## config.mk

```make
export PLATFORM = sky130hd
export DESIGN_NAME = alu_rr_arbiter_flat
export DESIGN_NICKNAME = d
export VERILOG_FILES = /design/src/rtl/alu_rr_arbiter_if.sv /design/src/rtl/alu_rr_arbiter.sv /design/src/flat_wrapper.sv
export SDC_FILE = /design/constraint.sdc
export NUM_CORES = 1
export LEC_CHECK = 0
export BUFFER_PORTS_ARGS = -buffer_cell sky130_fd_sc_hd__buf_2
export CORE_AREA = 2 2 91 76
export DETAILED_ROUTE_END_ITERATION = 12
export DIE_AREA = 0 0 93 78
export PLACE_DENSITY = 0.75
export SYNTH_ARGS = -nofsm -noshare
export SYNTH_HDL_FRONTEND = slang
export SYNTH_SLANG_ARGS = --single-unit
```

## constraint.sdc

```tcl
create_clock -name clk -period 1.6 [get_ports clk]
set_input_delay 0.32 -clock clk [delete_from_list [all_inputs] [get_ports clk]]
set_output_delay 0.32 -clock clk [all_outputs]
set_load 0.05 [all_outputs]
```

## src/rtl/alu_rr_arbiter_if.sv

```systemverilog
// Request/response bundle between client blocks and the shared-ALU arbiter.
// Clients use the master modport; the arbiter uses the slave modport.
interface alu_rr_arbiter_if #(
    parameter int unsigned DATASIZE   = 8,
    parameter int unsigned OUTPUTSIZE = 16,
    parameter int unsigned OPCODESIZE = 4,
    parameter int unsigned NUM_REQ    = 4,
    parameter int unsigned IDW        = $clog2(NUM_REQ)
);
    logic [NUM_REQ-1:0]            req_valid;
    logic [NUM_REQ*DATASIZE-1:0]   req_in1;
    logic [NUM_REQ*DATASIZE-1:0]   req_in2;
    logic [NUM_REQ*OPCODESIZE-1:0] req_opcode;
    logic [NUM_REQ-1:0]            req_ready;
    logic                          rsp_valid;
    logic                          rsp_ready;
    logic [OUTPUTSIZE-1:0]         rsp_data;
    logic [IDW-1:0]                rsp_id;

    modport master (
        output req_valid, req_in1, req_in2, req_opcode, rsp_ready,
        input  req_ready, rsp_valid, rsp_data, rsp_id
    );

    modport slave (
        input  req_valid, req_in1, req_in2, req_opcode, rsp_ready,
        output req_ready, rsp_valid, rsp_data, rsp_id
    );
endinterface

```

## src/rtl/alu_rr_arbiter.sv

```systemverilog
// Round-robin arbiter sharing one combinational ALU among NUM_REQ requesters,
// with operand latch, registered result and a single backpressured response channel.
module alu_rr_arbiter #(
    parameter int unsigned DATASIZE   = 8,
    parameter int unsigned OUTPUTSIZE = 16,
    parameter int unsigned OPCODESIZE = 4,
    parameter int unsigned NUM_REQ    = 4,
    parameter int unsigned IDW        = $clog2(NUM_REQ)
) (
    input  logic                  clk,
    input  logic                  rst,
    alu_rr_arbiter_if.slave       bus,
    output logic [DATASIZE-1:0]   alu_in1,
    output logic [DATASIZE-1:0]   alu_in2,
    output logic [OPCODESIZE-1:0] alu_opcode,
    input  logic [OUTPUTSIZE-1:0] alu_result,
    output logic                  busy
);

    localparam logic [1:0] S_IDLE = 2'd0;
    localparam logic [1:0] S_EXEC = 2'd1;
    localparam logic [1:0] S_RESP = 2'd2;

    logic [1:0]            state_q,      state_d;
    logic [IDW-1:0]        rr_ptr_q,     rr_ptr_d;
    logic [DATASIZE-1:0]   alu_in1_q,    alu_in1_d;
    logic [DATASIZE-1:0]   alu_in2_q,    alu_in2_d;
    logic [OPCODESIZE-1:0] alu_opcode_q, alu_opcode_d;
    logic                  rsp_valid_q,  rsp_valid_d;
    logic [OUTPUTSIZE-1:0] rsp_data_q,   rsp_data_d;
    logic [IDW-1:0]        rsp_id_q,     rsp_id_d;
    logic                  busy_q,       busy_d;

    // Per-requester views of the packed operand buses.
    logic [DATASIZE-1:0]   slot_in1 [NUM_REQ];
    logic [DATASIZE-1:0]   slot_in2 [NUM_REQ];
    logic [OPCODESIZE-1:0] slot_op  [NUM_REQ];

    for (genvar gi = 0; gi < NUM_REQ; gi++) begin : g_slot
        assign slot_in1[gi] = bus.req_in1[gi*DATASIZE +: DATASIZE];
        assign slot_in2[gi] = bus.req_in2[gi*DATASIZE +: DATASIZE];
        assign slot_op[gi]  = bus.req_opcode[gi*OPCODESIZE +: OPCODESIZE];
    end

    // Winner: first valid requester scanning upward from rr_ptr, wrapping at NUM_REQ.
    logic           grant_found;
    logic [IDW-1:0] grant_idx;
    logic [IDW:0]   scan_idx;

    always_comb begin
        grant_found = 1'b0;
        grant_idx   = '0;
        scan_idx    = '0;
        for (int k = 0; k < int'(NUM_REQ); k++) begin
            scan_idx = {1'b0, rr_ptr_q} + (IDW+1)'(k);
            if (scan_idx >= (IDW+1)'(NUM_REQ)) begin
                scan_idx = scan_idx - (IDW+1)'(NUM_REQ);
            end
            if (!grant_found && bus.req_valid[scan_idx[IDW-1:0]]) begin
                grant_found = 1'b1;
                grant_idx   = scan_idx[IDW-1:0];
            end
        end
    end

    logic take_c;
    assign take_c = (state_q == S_IDLE) && grant_found && !rst;

    always_comb begin
        bus.req_ready = '0;
        if (take_c) begin
            bus.req_ready = NUM_REQ'(1) << grant_idx;
        end
    end

    // Next-state and datapath update.
    always_comb begin
        state_d      = state_q;
        rr_ptr_d     = rr_ptr_q;
        alu_in1_d    = alu_in1_q;
        alu_in2_d    = alu_in2_q;
        alu_opcode_d = alu_opcode_q;
        rsp_valid_d  = rsp_valid_q;
        rsp_data_d   = rsp_data_q;
        rsp_id_d     = rsp_id_q;

        case (state_q)
            S_IDLE: begin
                if (take_c) begin
                    alu_in1_d    = slot_in1[grant_idx];
                    alu_in2_d    = slot_in2[grant_idx];
                    alu_opcode_d = slot_op[grant_idx];
                    rsp_id_d     = grant_idx;
                    rr_ptr_d     = (grant_idx == IDW'(NUM_REQ-1)) ? '0 : grant_idx + IDW'(1);
                    state_d      = S_EXEC;
                end
            end
            S_EXEC: begin
                rsp_data_d  = alu_result;
                rsp_valid_d = 1'b1;
                state_d     = S_RESP;
            end
            S_RESP: begin
                if (bus.rsp_ready) begin
                    rsp_valid_d = 1'b0;
                    state_d     = S_IDLE;
                end
            end
            default: begin
                state_d = S_IDLE;
            end
        endcase

        busy_d = (state_d != S_IDLE);
    end

    always_ff @(posedge clk) begin
        if (rst) begin
            state_q      <= S_IDLE;
            rr_ptr_q     <= '0;
            alu_in1_q    <= '0;
            alu_in2_q    <= '0;
            alu_opcode_q <= '0;
            rsp_valid_q  <= 1'b0;
            rsp_data_q   <= '0;
            rsp_id_q     <= '0;
            busy_q       <= 1'b0;
        end else begin
            state_q      <= state_d;
            rr_ptr_q     <= rr_ptr_d;
            alu_in1_q    <= alu_in1_d;
            alu_in2_q    <= alu_in2_d;
            alu_opcode_q <= alu_opcode_d;
            rsp_valid_q  <= rsp_valid_d;
            rsp_data_q   <= rsp_data_d;
            rsp_id_q     <= rsp_id_d;
            busy_q       <= busy_d;
        end
    end

    assign alu_in1       = alu_in1_q;
    assign alu_in2       = alu_in2_q;
    assign alu_opcode    = alu_opcode_q;
    assign bus.rsp_valid = rsp_valid_q;
    assign bus.rsp_data  = rsp_data_q;
    assign bus.rsp_id    = rsp_id_q;
    assign busy          = busy_q;

endmodule

```

## src/flat_wrapper.sv

```systemverilog
// flat-port wrapper written by rule: the top's interface ports become plain ports
module alu_rr_arbiter_flat 
#(
    parameter int unsigned DATASIZE   = 8,
    parameter int unsigned OUTPUTSIZE = 16,
    parameter int unsigned OPCODESIZE = 4,
    parameter int unsigned NUM_REQ    = 4,
    parameter int unsigned IDW        = $clog2(NUM_REQ)
)
  (clk, rst, alu_in1, alu_in2, alu_opcode, alu_result, busy, bus_req_valid, bus_req_in1, bus_req_in2, bus_req_opcode, bus_rsp_ready, bus_req_ready, bus_rsp_valid, bus_rsp_data, bus_rsp_id);
  alu_rr_arbiter_if #(.DATASIZE(DATASIZE), .OUTPUTSIZE(OUTPUTSIZE), .OPCODESIZE(OPCODESIZE), .NUM_REQ(NUM_REQ), .IDW(IDW)) bus_i ();
  input  logic clk;
  input  logic rst;
  output logic [DATASIZE-1:0] alu_in1;
  output logic [DATASIZE-1:0] alu_in2;
  output logic [OPCODESIZE-1:0] alu_opcode;
  input  logic [OUTPUTSIZE-1:0] alu_result;
  output logic busy;
  input wire logic [$bits(bus_i.req_valid)-1:0] bus_req_valid;
  input wire logic [$bits(bus_i.req_in1)-1:0] bus_req_in1;
  input wire logic [$bits(bus_i.req_in2)-1:0] bus_req_in2;
  input wire logic [$bits(bus_i.req_opcode)-1:0] bus_req_opcode;
  input wire logic [$bits(bus_i.rsp_ready)-1:0] bus_rsp_ready;
  output wire logic [$bits(bus_i.req_ready)-1:0] bus_req_ready;
  output wire logic [$bits(bus_i.rsp_valid)-1:0] bus_rsp_valid;
  output wire logic [$bits(bus_i.rsp_data)-1:0] bus_rsp_data;
  output wire logic [$bits(bus_i.rsp_id)-1:0] bus_rsp_id;
  assign bus_i.req_valid = bus_req_valid;
  assign bus_i.req_in1 = bus_req_in1;
  assign bus_i.req_in2 = bus_req_in2;
  assign bus_i.req_opcode = bus_req_opcode;
  assign bus_i.rsp_ready = bus_rsp_ready;
  assign bus_req_ready = bus_i.req_ready;
  assign bus_rsp_valid = bus_i.rsp_valid;
  assign bus_rsp_data = bus_i.rsp_data;
  assign bus_rsp_id = bus_i.rsp_id;
  alu_rr_arbiter #(.DATASIZE(DATASIZE), .OUTPUTSIZE(OUTPUTSIZE), .OPCODESIZE(OPCODESIZE), .NUM_REQ(NUM_REQ), .IDW(IDW)) u_core (.clk(clk), .rst(rst), .bus(bus_i), .alu_in1(alu_in1), .alu_in2(alu_in2), .alu_opcode(alu_opcode), .alu_result(alu_result), .busy(busy));
endmodule
```

# Yosys cells after proc, flatten, opt, wreduce, memory -nomap -nowiden
# Index checks and enable logic that the tools add are counted.
dict set report classes {
  reduce_logical 14
  bitwise 1
  shift 1
  mux 36
  multipliers 0
  eq_ne 4
  addsub 8
  magnitude_cmp 9
  div_mod_pow 0
}
# cell count
set op_table {}
lappend op_table {{$bmux W8 S2} 2}
lappend op_table {{$mux W8} 4}
lappend op_table {{$mux W2} 11}
lappend op_table {{$ge A3 B3 Y1 const B} 4}
lappend op_table {{$lt A2 B3 Y1 const B} 4}
lappend op_table {{$mux W4} 3}
lappend op_table {{$mux W1} 9}
lappend op_table {{$bmux W1 S2} 4}
lappend op_table {{$bmux W4 S2} 1}
lappend op_table {{$sub A2 B1 Y2 const B} 4}
lappend op_table {{$add A2 B2 Y3 const B} 2}
lappend op_table {{$pmux W2 S3} 1}
lappend op_table {{$logic_and A1 B1 Y1} 5}
lappend op_table {{$eq A2 B2 Y1 const B} 2}
lappend op_table {{$logic_not A1 Y1} 4}
lappend op_table {{$reduce_and A2 Y1} 2}
lappend op_table {{$reduce_bool A2 Y1} 2}
lappend op_table {{$shl A1 B2 Y4 const A} 1}
lappend op_table {{$add A2 B1 Y3 const B} 1}
lappend op_table {{$ge A2 B3 Y1 const B} 1}
lappend op_table {{$not A2 Y3} 1}
lappend op_table {{$add A2 B1 Y2 const B} 1}
lappend op_table {{$eq A2 B1 Y1 const B} 1}
lappend op_table {{$logic_not A2 Y1} 1}
lappend op_table {{other kinds (2)} 2}
dict set report word_totals {
  memories 0
  regBits 44
  output_inout_bits 44
  latchBits 0
  rom_bits 0
  elab_cells 82
  mem_bits_rw 0
}

# Depth between registers and ports, before layout
dict set report depth {
  ltp_word 19
  ltp_mapped 8
  ltp_nobuf 7
}

# Worst setup path before layout
# OpenSTA, ideal clock, no wires.
dict set report synth_path {
  path_kind {register to output}
  start {register u_core.rr_ptr_q[0]}
  end {output port bus_req_ready[1]}
  path_buffers 2
  path_stages_with_launch 8
  t_required_ns 1.280
  arrival_time_ns 1.604
  slack_ns -0.324
  cell_sequence {dfxtp_1 > nand2b_1 > a21oi_1 > a211oi_2 > buf_4 > buf_6 > ha_1 > and2_1}
}
dict set report synth_between {
  elab_cells_between_ends 41
}
# item line
set synth_lines {}
lappend synth_lines {{from (decl)} alu_rr_arbiter.sv:25} ;# logic [IDW-1:0] rr_ptr_q, rr_ptr_d;
lappend synth_lines {{from (signal assigned)} alu_rr_arbiter.sv:130} ;# rr_ptr_q <= rr_ptr_d;
lappend synth_lines {{parallel branches: the longest is 13 deep, another holds $add A2 B1 Y3} -}
lappend synth_lines {{$mux W2 *} alu_rr_arbiter.sv:59} ;# if (!grant_found && bus.req_valid[scan_idx[IDW-1:0]]) begin
lappend synth_lines {{named net u_core.grant_idx[0]} alu_rr_arbiter.sv:47} ;# logic [IDW-1:0] grant_idx;
lappend synth_lines {{$shl A1 B2 Y4 *} alu_rr_arbiter.sv:72} ;# bus.req_ready = NUM_REQ'(1) << grant_idx;
lappend synth_lines {{$mux W4 *} alu_rr_arbiter.sv:71} ;# if (take_c) begin
lappend synth_lines {{to (decl)} flat_wrapper.sv:24} ;# output wire logic [$bits(bus_i.req_ready)-1:0] bus_req_ready;
# Mark *: on every way through the listed nets, which the timed path passes. The select of a mux whose other input is x is not followed.

# Worst setup path after layout
dict set report layout_path {
  start {register u_core.rr_ptr_q[0]}
  end {output port bus_req_ready[2]}
}
# The elaborated chain is that of the path after synthesis.

==> summary.md <==
| Metric | Value |
|---|---|
| Failing checks | setup timing |
| Total detailed-routing wirelength | 7296 um |
| First-pass GRT wire length | 11,520 um |
| Hold Violations, Final | 0 |
| Initial detailed-routing violation count | 74 |
| # setup viols final | 24 |
| Avg WL per Cell | 15.07 um |
| DR vias | 2,360 |
| Avg Inst Size Synth | 10.00 sq um |
| RSZ-0062 raised after global routing | true |
| Largest family of logic cells by synthesized area | compound AO/OA/AOI/OAI gates |
| GRT busiest layer | met2 |
| Net Sw Power | 1.579 mW |
| Layout cells sized above 1 | 65.50% |
| DP Area | 3327 sq um |
| Slowest cell on crit path | dfxtp_4 |
| Most frequent cells in the layout | buf_2, dfxtp_1, nand2_1 |
| PortBufs | 146 |
| Critical path class | reg2out |
| Detail Route Antenna Nets | 0 |
| Yosys warns | 0 |
| Flop pwr share | 32.2% |
| Gr ovfl total | 0 |
| Crit share post-route | 128.3% |
| Worst path bufs/invs | 2 |
| Pre-antenna DRT Iters | 4 |
| Met3 GRT Util | 3.107% |
| Initial antenna violation count | 0 |
| CTS tree | built |
| Synth cell types | 30 |
| Crit path cell chain | nand2b_4, a21oi_2, or3_4, inv_4, ha_4, and2_4, buf_8 |
| Vias in the first global route | 2,467 |
| Die outline width | 93 um |
| Status | finished with violations |
| Die Ht | 78 um |
| Starting Density | 38.44% |
| Combinational share of power | 47.7% |
| Final setup margin | -0.4534 ns |
| Via-per-instance ratio | 4.876 |
| Most common cell after layout, fill and taps aside | buf_2 |
| Clk Latency, worst-skew pair | 0.29 ns |
| CTS Buf Count | 5 |
| FF+latch count, synth | 44 |
| PwrDens | 1047 nW/um^2 |
| # DRC | 0 |
| Max Clk Rate | 0.4870 GHz |
| Register area share after synthesis | 36.69% |
| Min Tclk post-route | 2.053 ns |
| CP top delay family | simple AND/OR/NAND/NOR gates |
| Hpwl dp | 4897 um |
| Maximum VDD drop | 0.5020 mV |
| Hold WC Path Type | in2reg |
| Crit path largest cell delay | 0.38 ns |
| Max_cap viols | 0 |
| Clk pwr share | 20.1% |
| GPL Wtd Cong | 0.7368 |
| Die Area | 7254 sq um |
| Syn Nets | 347 |
| Setup Skew | 0.005150 ns |
| Worst-Margin Slew | 0.4075 ns |
| Static Leak | 1.707 nW |
| Filler cells | 540 |
| P&R area growth vs syn | 63.68% |
| Synth Area in XOR/XNOR | 0% |
| CTS Buffer Depth | 2 |
| Clock Pin Slew Worst Setup and Hold Paths | 0.08 ns |
| Critical Path RT | 1.28 ns |
| Largest net degree at the start of global routing | 43 |
| Row Count | 26 |
| Slew headroom | 72.84% |
| Internal power | 2.536 mW |
| Sw Share | 38.37% |
| Final nets | 506 |
| Worst setup EP type | output pin |
| Final-report max-slew violation count | 0 |
| Total Power | 4.114 mW |
| Core area | 6246 sq um |
| Synth Area in Adders | 2.084% |
| GRT met2 Usage | 36.30% |
| Post-Syn Area | 2401 sq um |
| Critical Path Start Type | register |
| Global Route Usage Sum | 19.67% |
| Root buf cell | clkbuf_8 |
| Ant diodes | 0 |
| Simple-Gate Fraction of Synth Area | 17.77% |
| Mapped Cells | 240 |
| Design Area, Final | 3930 sq um |
| CTS H-tree depth | 2 |
| Clk sink count | 44 |
| Critical Path Fanout Max | 4 |
| Mux share of post-synthesis cell area | 16.68% |
| Crit path DAT | 1.73 ns |
| Compound-Gate Fraction of Synth Area | 18.97% |
| Met1 usage in global routing | 23.17% |
| Top Ports | 147 |
-- metrics by stage --
step | cells | utilization (%) | setup slack (ns) | hold WS (ns) | TNS (ns)
2_1_floorplan | 240 | - | -0.08513 | 0.3962 | -0.3303
3_5_place_dp | 470 | 53.27 | -0.4116 | 0.4465 | -8.796
4_1_cts | 486 | 61.38 | -0.4749 | 0.2490 | -7.662
5_1_grt | 484 | 62.92 | -0.5034 | 0.2559 | -8.985
6_report | 484 | 62.92 | -0.4534 | 0.2579 | -7.574
3_3_place_gp | 470 | 53.27 | -0.3689 | 0.4394 | -7.254
-- worst register-to-register path, stage by stage (launching register included) --
cell      delay, ns
dfxtp_4        0.38
nand2b_4       0.15
a21oi_4        0.06
a211oi_4       0.30
buf_6          0.16
buf_4          0.11
buf_12         0.14
buf_12         0.16
mux2i_2        0.23
o221ai_2       0.12
-- final cells by class --
cell class,count,area (sq um),share of cell area (%)
clock buffers,6,72.57,1.847
clock inverters,2,35.03,0.8914
well taps,84,105.1,2.674
inverters,6,40.04,1.019
repair buffers,173,1102,28.05
multi-input cells,169,1689,42.98
flip-flops and latches,44,885.9,22.54
-- Yosys cell counts --
cell type  number  share of area (%)
a21oi_2         1               0.36
or2_2           1               0.26
clkbuf_1        8                1.3
nor2_1          4               0.63
dfxtp_1        44                 37
ha_1            4                2.1
inv_2           1               0.16
o221ai_2       20                 13
buf_2           2               0.42
clkinv_8        1               0.68
o21ai_0         1               0.21
nand3b_1       21                6.6
a21oi_1        22                4.6
a211oi_2        2                1.0
o22ai_1         1               0.26
and2_1          4                1.0
inv_1           4               0.63
nand2_4         1               0.47
nor3b_1         1               0.31
buf_6           8                3.8
nand2_1        37                5.8
nand2_2         1               0.26
mux2i_1        40                 17
or3b_2          1               0.36
buf_4           3               0.94
or3_4           1               0.47
or4_1           1               0.31
nor2b_1         1               0.26
nor4_1          1               0.26
nand2b_1        3               0.78
-- flip-flops by register name (all words and copies together) (netlist names) --
name and flops:
u_core.bus.rsp_data 16, u_core.alu_in1 8, u_core.alu_in2 8, u_core.alu_opcode 4
u_core.bus.rsp_id 2, u_core.rr_ptr_q 2, u_core.state_q 2, u_core.bus.rsp_valid 1
u_core.busy 1
-- power by group through the flow --
stage          logic [mW]  registers (mW)  clock network (mW)
2_1_floorplan       0.683            1.82                   0
3_3_place_gp         1.55            1.34                   0
3_5_place_dp         1.58            1.34                   0
4_1_cts              1.91            1.32               0.855
5_1_grt              2.07            1.34               0.896
6_report             1.96            1.32               0.828
-- routing by layer --
metal / wire, um / part of all wire, %
met5: 0 / 0
met4: 124 / 1.7
met3: 363 / 5.0
met2: 3908 / 54
met1: 2900 / 40
-- kinds of logic after synthesis --
logic type,after synthesis
muxes,40
AOI/OAI and AO/OA,47
DFF,44
adders and majority gates,4
buffers and inverters,27
and+or+nand+nor,78
-- repair_timing --
item | in CTS | in global routing
setup endpoints to repair | 24 | 25
gates resized for setup | 59 | 32
hold buffers | 0 | 0
pin swaps | 17 | 11
setup buffers | 5 | 2
gates cloned | 3 | 0
-- worst paths after layout --
| path | slack, ns | start | depth (start not counted) | end |
|---|---|---|---|---|
| worst min register to register | 0.46 | u_core.bus.rsp_data[6] | 2 | u_core.bus.rsp_data[6] |
| worst min-delay path | 0.26 | alu_result[11] | 3 | u_core.bus.rsp_data[11] |
| worst max-delay path | -0.45 | u_core.rr_ptr_q[0] | 7 | bus_req_ready[2] |
| worst max register to register | -0.32 | u_core.rr_ptr_q[0] | 9 | u_core.alu_in2[0] |
No activity file was read; power rests on OpenSTA's default activity.
